`src/rtl/hazard_unit_mc_if.sv`:
```
// Hazard-unit bundle between the core datapath (master) and hazard_unit_mc (slave):
// register indices and stage flags in, stall/flush/forward controls and perf counters out.
interface hazard_unit_mc_if #(
  parameter int REG_AW = 5,
  parameter int CNT_W  = 32
);
  logic [REG_AW-1:0] Rs1D, Rs2D;
  logic [REG_AW-1:0] Rs1E, Rs2E;
  logic [REG_AW-1:0] RdE, RdM, RdW;
  logic              PCSrcE;
  logic              ResultSrcE;
  logic              RegWriteM;
  logic              RegWriteW;
  logic              McStartE;

  logic              StallF, StallD, StallE;
  logic              FlushD, FlushE, FlushM;
  logic [1:0]        ForwardAE, ForwardBE;
  logic              McDoneE;
  logic [CNT_W-1:0]  LwStallCnt, McStallCnt, FlushCnt;

  modport master (
    output Rs1D, Rs2D, Rs1E, Rs2E, RdE, RdM, RdW,
    output PCSrcE, ResultSrcE, RegWriteM, RegWriteW, McStartE,
    input  StallF, StallD, StallE, FlushD, FlushE, FlushM,
    input  ForwardAE, ForwardBE, McDoneE,
    input  LwStallCnt, McStallCnt, FlushCnt
  );

  modport slave (
    input  Rs1D, Rs2D, Rs1E, Rs2E, RdE, RdM, RdW,
    input  PCSrcE, ResultSrcE, RegWriteM, RegWriteW, McStartE,
    output StallF, StallD, StallE, FlushD, FlushE, FlushM,
    output ForwardAE, ForwardBE, McDoneE,
    output LwStallCnt, McStallCnt, FlushCnt
  );
endinterface

```
`src/rtl/hazard_unit_mc.sv`:
```
// hazard_unit_mc: EX forwarding, load-use/branch hazards and multi-cycle E-stage stall FSM.
// Latency: controls are combinational (0-cycle); a multi-cycle op stalls F/D/E for MC_CYCLES-1 cycles.
// Backpressure: held E op stalls F/D/E and bubbles M; HAZ_PERF_CNT_EN enables saturating perf counters.
module hazard_unit_mc #(
  parameter int REG_AW    = 5,
  parameter int MC_CYCLES = 4,
  parameter int CNT_W     = 32
) (
  input logic             clk,
  input logic             reset,
  hazard_unit_mc_if.slave hz
);

  localparam int CW = (MC_CYCLES > 2) ? $clog2(MC_CYCLES) : 1;
  localparam logic [CW-1:0] CNT_INIT = (MC_CYCLES >= 3) ? CW'(MC_CYCLES - 3) : '0;

  typedef enum logic [1:0] {IDLE, BUSY, DONE} mcState_t;

  mcState_t        mcState;
  logic [CW-1:0]   cnt;
  logic            lwStall;
  logic            mcStall;
  logic            mcDone;

  function automatic logic [1:0] fwdSel(
    input logic [REG_AW-1:0] rs,
    input logic [REG_AW-1:0] rdM,
    input logic [REG_AW-1:0] rdW,
    input logic              regWriteM,
    input logic              regWriteW
  );
    logic [1:0] sel;
    sel = 2'b00;
    // M is the younger producer, so it takes priority over W
    if (rs != '0 && regWriteM && rs == rdM) begin
      sel = 2'b10;
    end else if (rs != '0 && regWriteW && rs == rdW) begin
      sel = 2'b01;
    end
    return sel;
  endfunction

  always_comb begin
    hz.ForwardAE = fwdSel(hz.Rs1E, hz.RdM, hz.RdW, hz.RegWriteM, hz.RegWriteW);
    hz.ForwardBE = fwdSel(hz.Rs2E, hz.RdM, hz.RdW, hz.RegWriteM, hz.RegWriteW);
  end

  always_comb begin
    lwStall = hz.ResultSrcE && (hz.RdE != '0) &&
              ((hz.Rs1D == hz.RdE) || (hz.Rs2D == hz.RdE));
  end

  // cnt only matters in BUSY; it counts the remaining stall cycles after the current one
  always_ff @(posedge clk) begin
    if (reset) begin
      mcState <= IDLE;
      cnt     <= '0;
    end else begin
      case (mcState)
        IDLE: begin
          if (hz.McStartE) begin
            if (MC_CYCLES == 2) begin
              mcState <= DONE;
            end else begin
              mcState <= BUSY;
              cnt     <= CNT_INIT;
            end
          end
        end
        BUSY: begin
          if (!hz.McStartE) begin
            mcState <= IDLE;
          end else if (cnt == '0) begin
            mcState <= DONE;
          end else begin
            cnt <= cnt - 1'b1;
          end
        end
        DONE: begin
          mcState <= IDLE;
        end
        default: begin
          mcState <= IDLE;
        end
      endcase
    end
  end

  // In DONE the op is still presented but must not retrigger; dropping McStartE kills the op
  always_comb begin
    mcStall = hz.McStartE && (mcState != DONE);
    mcDone  = hz.McStartE && (mcState == DONE);
  end

  always_comb begin
    hz.StallF  = lwStall | mcStall;
    hz.StallD  = lwStall | mcStall;
    hz.StallE  = mcStall;
    hz.FlushD  = hz.PCSrcE & ~mcStall;
    hz.FlushE  = (lwStall | hz.PCSrcE) & ~mcStall;
    hz.FlushM  = mcStall;
    hz.McDoneE = mcDone;
  end

`ifdef HAZ_PERF_CNT_EN
  logic [CNT_W-1:0] lwCnt, mcCnt, flCnt;

  always_ff @(posedge clk) begin
    if (reset) begin
      lwCnt <= '0;
      mcCnt <= '0;
      flCnt <= '0;
    end else begin
      if (lwStall && lwCnt != '1) begin
        lwCnt <= lwCnt + 1'b1;
      end
      if (mcStall && mcCnt != '1) begin
        mcCnt <= mcCnt + 1'b1;
      end
      if (hz.FlushD && flCnt != '1) begin
        flCnt <= flCnt + 1'b1;
      end
    end
  end

  assign hz.LwStallCnt = lwCnt;
  assign hz.McStallCnt = mcCnt;
  assign hz.FlushCnt   = flCnt;
`else
  assign hz.LwStallCnt = '0;
  assign hz.McStallCnt = '0;
  assign hz.FlushCnt   = '0;
`endif

endmodule

```
`src/flat_wrapper.sv`:
```
// flat-port wrapper written by rule: the top's interface ports become plain ports
module hazard_unit_mc_flat 
#(
  parameter int REG_AW    = 5,
  parameter int MC_CYCLES = 4,
  parameter int CNT_W     = 32
)
  (clk, reset, hz_Rs1D, hz_Rs2D, hz_Rs1E, hz_Rs2E, hz_RdE, hz_RdM, hz_RdW, hz_PCSrcE, hz_ResultSrcE, hz_RegWriteM, hz_RegWriteW, hz_McStartE, hz_StallF, hz_StallD, hz_StallE, hz_FlushD, hz_FlushE, hz_FlushM, hz_ForwardAE, hz_ForwardBE, hz_McDoneE, hz_LwStallCnt, hz_McStallCnt, hz_FlushCnt);
  hazard_unit_mc_if #(.REG_AW(REG_AW), .CNT_W(CNT_W)) hz_i ();
  input logic clk;
  input logic reset;
  input wire logic [$bits(hz_i.Rs1D)-1:0] hz_Rs1D;
  input wire logic [$bits(hz_i.Rs2D)-1:0] hz_Rs2D;
  input wire logic [$bits(hz_i.Rs1E)-1:0] hz_Rs1E;
  input wire logic [$bits(hz_i.Rs2E)-1:0] hz_Rs2E;
  input wire logic [$bits(hz_i.RdE)-1:0] hz_RdE;
  input wire logic [$bits(hz_i.RdM)-1:0] hz_RdM;
  input wire logic [$bits(hz_i.RdW)-1:0] hz_RdW;
  input wire logic [$bits(hz_i.PCSrcE)-1:0] hz_PCSrcE;
  input wire logic [$bits(hz_i.ResultSrcE)-1:0] hz_ResultSrcE;
  input wire logic [$bits(hz_i.RegWriteM)-1:0] hz_RegWriteM;
  input wire logic [$bits(hz_i.RegWriteW)-1:0] hz_RegWriteW;
  input wire logic [$bits(hz_i.McStartE)-1:0] hz_McStartE;
  output wire logic [$bits(hz_i.StallF)-1:0] hz_StallF;
  output wire logic [$bits(hz_i.StallD)-1:0] hz_StallD;
  output wire logic [$bits(hz_i.StallE)-1:0] hz_StallE;
  output wire logic [$bits(hz_i.FlushD)-1:0] hz_FlushD;
  output wire logic [$bits(hz_i.FlushE)-1:0] hz_FlushE;
  output wire logic [$bits(hz_i.FlushM)-1:0] hz_FlushM;
  output wire logic [$bits(hz_i.ForwardAE)-1:0] hz_ForwardAE;
  output wire logic [$bits(hz_i.ForwardBE)-1:0] hz_ForwardBE;
  output wire logic [$bits(hz_i.McDoneE)-1:0] hz_McDoneE;
  output wire logic [$bits(hz_i.LwStallCnt)-1:0] hz_LwStallCnt;
  output wire logic [$bits(hz_i.McStallCnt)-1:0] hz_McStallCnt;
  output wire logic [$bits(hz_i.FlushCnt)-1:0] hz_FlushCnt;
  assign hz_i.Rs1D = hz_Rs1D;
  assign hz_i.Rs2D = hz_Rs2D;
  assign hz_i.Rs1E = hz_Rs1E;
  assign hz_i.Rs2E = hz_Rs2E;
  assign hz_i.RdE = hz_RdE;
  assign hz_i.RdM = hz_RdM;
  assign hz_i.RdW = hz_RdW;
  assign hz_i.PCSrcE = hz_PCSrcE;
  assign hz_i.ResultSrcE = hz_ResultSrcE;
  assign hz_i.RegWriteM = hz_RegWriteM;
  assign hz_i.RegWriteW = hz_RegWriteW;
  assign hz_i.McStartE = hz_McStartE;
  assign hz_StallF = hz_i.StallF;
  assign hz_StallD = hz_i.StallD;
  assign hz_StallE = hz_i.StallE;
  assign hz_FlushD = hz_i.FlushD;
  assign hz_FlushE = hz_i.FlushE;
  assign hz_FlushM = hz_i.FlushM;
  assign hz_ForwardAE = hz_i.ForwardAE;
  assign hz_ForwardBE = hz_i.ForwardBE;
  assign hz_McDoneE = hz_i.McDoneE;
  assign hz_LwStallCnt = hz_i.LwStallCnt;
  assign hz_McStallCnt = hz_i.McStallCnt;
  assign hz_FlushCnt = hz_i.FlushCnt;
  hazard_unit_mc #(.REG_AW(REG_AW), .MC_CYCLES(MC_CYCLES), .CNT_W(CNT_W)) u_core (.clk(clk), .reset(reset), .hz(hz_i));
endmodule
```
`config.mk`:
```
export PLATFORM = sky130hd
export DESIGN_NAME = hazard_unit_mc_flat
export DESIGN_NICKNAME = d
export VERILOG_FILES = /design/src/rtl/hazard_unit_mc_if.sv /design/src/rtl/hazard_unit_mc.sv /design/src/flat_wrapper.sv
export SDC_FILE = /design/constraint.sdc
export NUM_CORES = 1
export LEC_CHECK = 0
export CORE_MARGIN = 4
export CORE_UTILIZATION = 31
export CTS_CLUSTER_SIZE = 25
export DETAILED_ROUTE_END_ITERATION = 8
export HOLD_SLACK_MARGIN = 0.12
export PLACE_DENSITY = 0.88
export SLEW_MARGIN = 15
export SYNTH_ARGS = -nofsm -noshare
export SYNTH_HDL_FRONTEND = slang
export SYNTH_SLANG_ARGS = --single-unit
export TNS_END_PERCENT = 20
```
`constraint.sdc`:
```
create_clock -name clk -period 2.5 [get_ports clk]
set_input_delay 0.375 -clock clk [delete_from_list [all_inputs] [get_ports clk]]
set_output_delay 0.375 -clock clk [all_outputs]
set_load 0.03 [all_outputs]
```
==> results.toml, run 1 <==
[pwr]
ir_drop_v = 0.0003311
power_leakage_nw = 0.8148
powerDensity_nw_per_um2 = 352.2
design_power_total_w = 0.0005989

[drt]
drcViolationCount = 0
drt.antenna.violating_nets = 0
drt_pre_antenna_iters = 4
avg_wl_per_cell_um = 10.05
drt_wirelength_um = 2925
drt_iter0_drc = 6
mean_number_of_vias_per_cell = 3.649
detailroute.via_count = 1062

[worst_setup_path]
worst-r2r-cell-count = 5
reg2reg_setup_slack_ns = 1.32
critical_path.n_buffers_inverters = 2
critical_path.startpoint = "hz_RdE[0]"
critical_path.max_fanout = 3
regToRegStartpoint = "u_core.cnt[0]"
critical_path.reg2reg.endpoint = "u_core.cnt[1]"
kind_of_end_point_of_the_critical_path = "output pin"
critical_path.endpoint = "hz_StallD"
timing.setup.critical_path_class = "input port to output pin"
crit_path_max_incr_delay_ns = 0.54
data_arrival_at_the_endpoint_of_the_critical_path_ns = 2.10
timing.critical_path.from_type = "input port"
kind_of_cell_adding_the_most_delay_to_the_critical_path = "buffers and inverters"
timing.critical_path.required_ns = 2.12
cp.depth = 5
cp_common_cell = "sky130_fd_sc_hd__o21ai_0"
cp_cell_instances = "clkdlybuf4s50_1, or4_1, o21ai_0, o21ai_0, dlygate4sd1_1"
crit_path_top_delay_cell = "sky130_fd_sc_hd__or4_1"

[sta]
rsz0062_at_grt = "true"
maxClockFrequency_mhz = 403.5
fin_tns_setup_ns = 0
finalCritPeriodShare_pct = 99.13
finalHoldWorstSlack_ns = 0.5154
worst_clock_skew_ns = 0.003077
drv_slew = 0
finalHoldViolCount = 0
final-setup-viol-count = 0
final_critical_path_time_including_i_o_delays_and_setup_ns = 2.478

[yosys]
post_synth_instance_area_um2 = 1375
number_of_library_cell_types_mapped_by_synthesis = 22
yosysSeqAreaShare_pct = 5.823
synthDominantAreaCellType = "sky130_fd_sc_hd__buf_4"
synthMostInstantiatedCell = "sky130_fd_sc_hd__buf_4"
avgSynthCellArea_um2 = 7.725
yosys-top-cells-count = "sky130_fd_sc_hd__buf_4, sky130_fd_sc_hd__xnor2_1, sky130_fd_sc_hd__xor2_1"
synth_largest_type_area_fraction_pct = 53.50
synth-edff-count = 0
post_synthesis_instance_total = 178
yosys_warns = 0
synth_seq_cells = 4
async_flop_share_pct = 0
post_synth_main_area_contributors = "sky130_fd_sc_hd__buf_4, sky130_fd_sc_hd__xnor2_1, sky130_fd_sc_hd__xor2_1, sky130_fd_sc_hd__dfxtp_1, sky130_fd_sc_hd__nor4_2"
synthFlopType = "sky130_fd_sc_hd__dfxtp_1"

[global_route]
grt_antenna_before_repair = 0
globalRoute.busiestLayer = "met2"
globalRoute.totalOverflow = 0
grt_use_total_pct = 8.522
grt_use_met1_pct = 6.496
grt_start_max_net_pins = 7
via_count_of_the_first_global_routing_pass = 957
global_route_wire_length_before_repair_um = 3691
global_route.usage.met2_pct = 18.73
m3_gr_usage_pct = 2.568

[layout]
n_antenna_cell = 0
share_of_layout_cells_above_drive_strength_1_pct = 11.20
syn_to_final_growth_pct = 23.66
numnets_final = 286

[cts]
cts_max_level = 1
cts_inserted_buffers = 3
cts-hold-fix-buffers = 0
root_buffer = "sky130_fd_sc_hd__clkbuf_8"
clock_tree_from_tritoncts = "done"
cts_max_path_buffers = 2
clk_pin_slew_worst_paths_ns = 0.03
post-cts-setup-buffer-count = 0
clk_latency_ns = 0.22
numClockSinks = 4

[floorplanning]
die-area_um2 = 5565
rows = 23
core_area_um2 = 4144
num_io_pins = 149
die_y_um = 74.60
die_w_um = 74.60
start_util_pct = 33.18

[worst_hold_path]
min_from = "u_core.mcState[0]"
worstHoldPathType = "flop to flop"

[placement]
buffer_ports.inserted = 52
detailedPlacementHpwl_um = 2717
gp_congestion = 0.8920

[status]
result_of_the_run = "complete, no violations"

[run]
maxCapViolCount = 0
worst register-to-register path, cell delays in order, from the launching register on:
cell and delay [ns]:
sky130_fd_sc_hd__dfxtp_1 0.34, sky130_fd_sc_hd__inv_1 0.05, sky130_fd_sc_hd__ha_1 0.28, sky130_fd_sc_hd__o31ai_1 0.25, sky130_fd_sc_hd__a22oi_1 0.10, sky130_fd_sc_hd__nor2_1 0.09
stage by stage:
step           utilization [%]  setup slack [ns]  area, um^2  cells
3_3_place_gp             40.10           -0.2051        1662    288
6_report                 41.03           0.02163        1700    291
4_1_cts                  41.06         0.0001097        1702    291
3_5_place_dp             40.10           -0.2512        1662    288
2_1_floorplan                -            0.2711        1732    273
5_1_grt                  41.03          -0.04753        1700    291
sequential cells by signal, summed over array words and instances (netlist names):
register,cells
u_core.cnt,2
u_core.mcState,2
per-layer routing:
metal / share of wire, % / vias up / wire length (um)
met5: 0 / - / 0
met4: 1.9 / 0 / 57
li1: - / 505 / -
met2: 56 / 89 / 1638
met1: 26 / 461 / 764
met3: 16 / 7 / 465
placed cells by master (no fill, tap or decap):
cell type                         synthesis  routed
sky130_fd_sc_hd__conb_1                   1      96
sky130_fd_sc_hd__clkdlybuf4s50_1          0      45
sky130_fd_sc_hd__xnor2_1                 16      16
sky130_fd_sc_hd__buf_4                   98      15
sky130_fd_sc_hd__xor2_1                  14      14
sky130_fd_sc_hd__nand2_1                  7       7
sky130_fd_sc_hd__inv_1                    5       5
sky130_fd_sc_hd__nor2_1                   5       5
sky130_fd_sc_hd__nand4_1                  4       4
sky130_fd_sc_hd__nor4_2                   4       4
sky130_fd_sc_hd__dfxtp_1                  4       4
sky130_fd_sc_hd__nor3_1                   3       3
sky130_fd_sc_hd__clkbuf_8                 0       3
sky130_fd_sc_hd__or4_4                    2       2
sky130_fd_sc_hd__nor2_4                   2       2
sky130_fd_sc_hd__nand2b_1                 2       2
sky130_fd_sc_hd__a22oi_1                  2       2
sky130_fd_sc_hd__o21ai_0                  2       2
sky130_fd_sc_hd__o31ai_1                  2       2
sky130_fd_sc_hd__dlygate4sd1_1            0       2
sky130_fd_sc_hd__or4_1                    1       1
sky130_fd_sc_hd__nor3b_1                  1       1
sky130_fd_sc_hd__a21oi_1                  1       1
sky130_fd_sc_hd__o32ai_1                  1       1
sky130_fd_sc_hd__ha_1                     1       1
sky130_fd_sc_hd__buf_12                   0       1
layout make-up:
| cell class | count | area (um^2) |
|---|---|---|
| clock buffer | 3 | 41.29 |
| tap | 50 | 62.56 |
| timing repair buffer | 63 | 600.6 |
| inverter | 5 | 18.77 |
| sequential | 4 | 80.08 |
| fill | 418 | 2444 |
| multi-input combinational | 166 | 897.1 |
worst min path at each step:
stage | endpoint | slack [ns] | cells after the start
6_report | u_core.mcState[1] | 0.52 | 2
5_1_grt | u_core.cnt[0] | 0.55 | 2
4_1_cts | u_core.mcState[1] | 0.52 | 2
3_5_place_dp | u_core.mcState[1] | 0.49 | 2
3_3_place_gp | u_core.mcState[1] | 0.48 | 2
2_1_floorplan | u_core.cnt[0] | 0.45 | 1
where the power goes:
| group | total [W] | internal (W) | switching [W] |
|---|---|---|---|
| clock | 0.000137 | 0.000103 | 0.0000339 |
| combinational | 0.000392 | 0.000116 | 0.000276 |
| sequential | 0.0000700 | 0.0000675 | 0.00000250 |
| total | 0.000599 | 0.000286 | 0.000313 |
repair_timing:
| item | 4_1_cts | 5_1_grt |
|---|---|---|
| pin swaps | 0 | 1 |
| resized for setup | 5 | 1 |
| endpoints found under the setup margin | 2 | 3 |
logic make-up (layout without fill, tap and decap cells):
kind of cell	after synthesis	in the layout	synth area share [%]
XOR/XNOR	30	30	19.11
AO/OA/AOI/OAI	8	8	3.912
other	1	96	0.2727
buffers and inverters	103	71	54.87
adder cells (fa/ha/maj)	1	1	0.9098
flip-flops	4	4	5.824
AND/OR/NAND/NOR	31	31	15.10
Power figures use the tool's default switching activity.
==> run 2, diff against run 1 <==
--- a/config.mk
+++ b/config.mk
@@ -9,6 +9,7 @@
 export CORE_UTILIZATION = 31
 export CTS_CLUSTER_SIZE = 25
 export DETAILED_ROUTE_END_ITERATION = 8
+export GPL_ROUTABILITY_DRIVEN = 0
 export HOLD_SLACK_MARGIN = 0.12
 export PLACE_DENSITY = 0.88
 export SLEW_MARGIN = 15
==> results of run 2 <==
Final layout, timing and power as in run 1 (identical DEF).
==> run 3, diff against run 2 <==
--- a/config.mk
+++ b/config.mk
@@ -12,6 +12,7 @@
 export GPL_ROUTABILITY_DRIVEN = 0
 export HOLD_SLACK_MARGIN = 0.12
 export PLACE_DENSITY = 0.88
+export REMOVE_ABC_BUFFERS = 1
 export SLEW_MARGIN = 15
 export SYNTH_ARGS = -nofsm -noshare
 export SYNTH_HDL_FRONTEND = slang
==> run 3 against run 2 <==
Clock power is essentially flat. Global-route usage rose by 0.88 points. Count of clock-buffer cells in the layout stayed put. Critical path type unchanged. Largest cell class unchanged.
==> results.toml, run 3 (synthesized netlist as in run 1, its figures left out) <==
[worst_setup_path]
data_arrival_at_the_endpoint_of_the_critical_path_ns = 2.05
critical_path.max_fanout = 3
critical_path.startpoint = "hz_RdE[0]"
timing.critical_path.from_type = "input port"
timing.setup.critical_path_class = "input port to output pin"
kind_of_end_point_of_the_critical_path = "output pin"
reg2reg_setup_slack_ns = 1.32
timing.critical_path.required_ns = 2.12
regToRegStartpoint = "u_core.cnt[0]"

[global_route]
globalRoute.totalOverflow = 0
grt_use_total_pct = 9.402
global_route_wire_length_before_repair_um = 4077
via_count_of_the_first_global_routing_pass = 952
grt_start_max_net_pins = 7
grt_antenna_before_repair = 0

[drt]
drt.antenna.violating_nets = 0
drt_pre_antenna_iters = 4
drt_wirelength_um = 3123
drcViolationCount = 0
mean_number_of_vias_per_cell = 3.656
avg_wl_per_cell_um = 10.96
detailroute.via_count = 1042
drt_iter0_drc = 12

[pwr]
ir_drop_v = 0.0003332
power_leakage_nw = 0.7847
powerDensity_nw_per_um2 = 362.4
design_power_total_w = 0.0005957

[placement]
detailedPlacementHpwl_um = 2854
buffer_ports.inserted = 52

[sta]
maxClockFrequency_mhz = 413.0
final_critical_path_time_including_i_o_delays_and_setup_ns = 2.421
drv_slew = 0
rsz0062_at_grt = "true"
worst_clock_skew_ns = 0.004587
finalHoldViolCount = 0
finalCritPeriodShare_pct = 96.84
final-setup-viol-count = 0
fin_tns_setup_ns = 0

[run]
maxCapViolCount = 0

[layout]
n_antenna_cell = 0
syn_to_final_growth_pct = 19.56
numnets_final = 280
commonest_cells_after_routing_fill_and_taps_aside = "sky130_fd_sc_hd__conb_1, sky130_fd_sc_hd__clkdlybuf4s50_1, sky130_fd_sc_hd__xnor2_1"
layout.cells.most_common = "sky130_fd_sc_hd__conb_1"
share_of_layout_cells_above_drive_strength_1_pct = 8.511
reg_top3 = "u_core.cnt: 2 flops, u_core.mcState: 2 flops"

[cts]
cts_max_path_buffers = 2
clk_pin_slew_worst_paths_ns = 0.03
cts-hold-fix-buffers = 0
post-cts-setup-buffer-count = 0
root_buffer = "sky130_fd_sc_hd__clkbuf_8"
cts_max_level = 1
cts_inserted_buffers = 3
clock_tree_from_tritoncts = "done"
clk_latency_ns = 0.22
numClockSinks = 4

[floorplanning]
num_io_pins = 149
start_util_pct = 33.18
die-area_um2 = 5565
die_w_um = 74.60
rows = 23
die_y_um = 74.60
core_area_um2 = 4144

[status]
result_of_the_run = "complete, no violations"

[worst_hold_path]
worstHoldPathType = "flop to flop"
min_from = "u_core.mcState[0]"
## run 3: metal layers
metal | GRT usage, % | share of wire, % | up-vias
li1 | - | - | 492
met4 | 2.964 | 0.70 | 0
met2 | 20.78 | 59 | 94
met5 | 0 | 0 | -
met1 | 7.532 | 24 | 454
met3 | 2.568 | 16 | 2
## run 3: where the power goes
group	internal [W]	switching, W
Clock	0.000103	0.0000360
Sequential	0.0000675	0.00000269
Combinational	0.000110	0.000277
## run 3: final timing paths
| check | depth (start not counted) | to |
|---|---|---|
| worst min register to register | 2 | u_core.mcState[1] |
| worst max-delay path | 5 | hz_StallD |
| worst min-delay path | 2 | u_core.mcState[1] |
| worst max register to register | 5 | u_core.cnt[1] |
## run 3: timing repair
item                       CTS  global route
setup endpoints to repair    3             3
pin swaps                    0             0
gates resized for setup      3             5
## run 3: critical path, stage by stage
cell,delay (ns)
sky130_fd_sc_hd__clkdlybuf4s50_1,0.46
sky130_fd_sc_hd__or4_1,0.54
sky130_fd_sc_hd__o21ai_1,0.18
sky130_fd_sc_hd__o21ai_0,0.13
sky130_fd_sc_hd__dlygate4sd1_1,0.36
## run 3: layout make-up
cell class                      count  area, um^2
Sequential cell                     4       80.08
Timing Repair Buffer               57       544.3
Fill cell                         430        2500
Clock buffer                        3       41.29
Multi-Input combinational cell    166       897.1
Inverter                            5       18.77
Tap cell                           50       62.56
## run 3: metrics by stage
step                      cell area [um^2]  setup slack [ns]  utilization [%]  instances  hold WS, ns
final                                 1644           0.07896            39.67        285       0.5104
after global routing                  1644          -0.05550            39.67        285       0.5455
after CTS                             1644          -0.01993            39.67        285       0.5080
after detailed placement              1607           -0.2456            38.77        282       0.4988
after global placement                1607           -0.2349            38.77        282       0.4872
after floorplan                      996.0           0.01054                -        175       0.4474
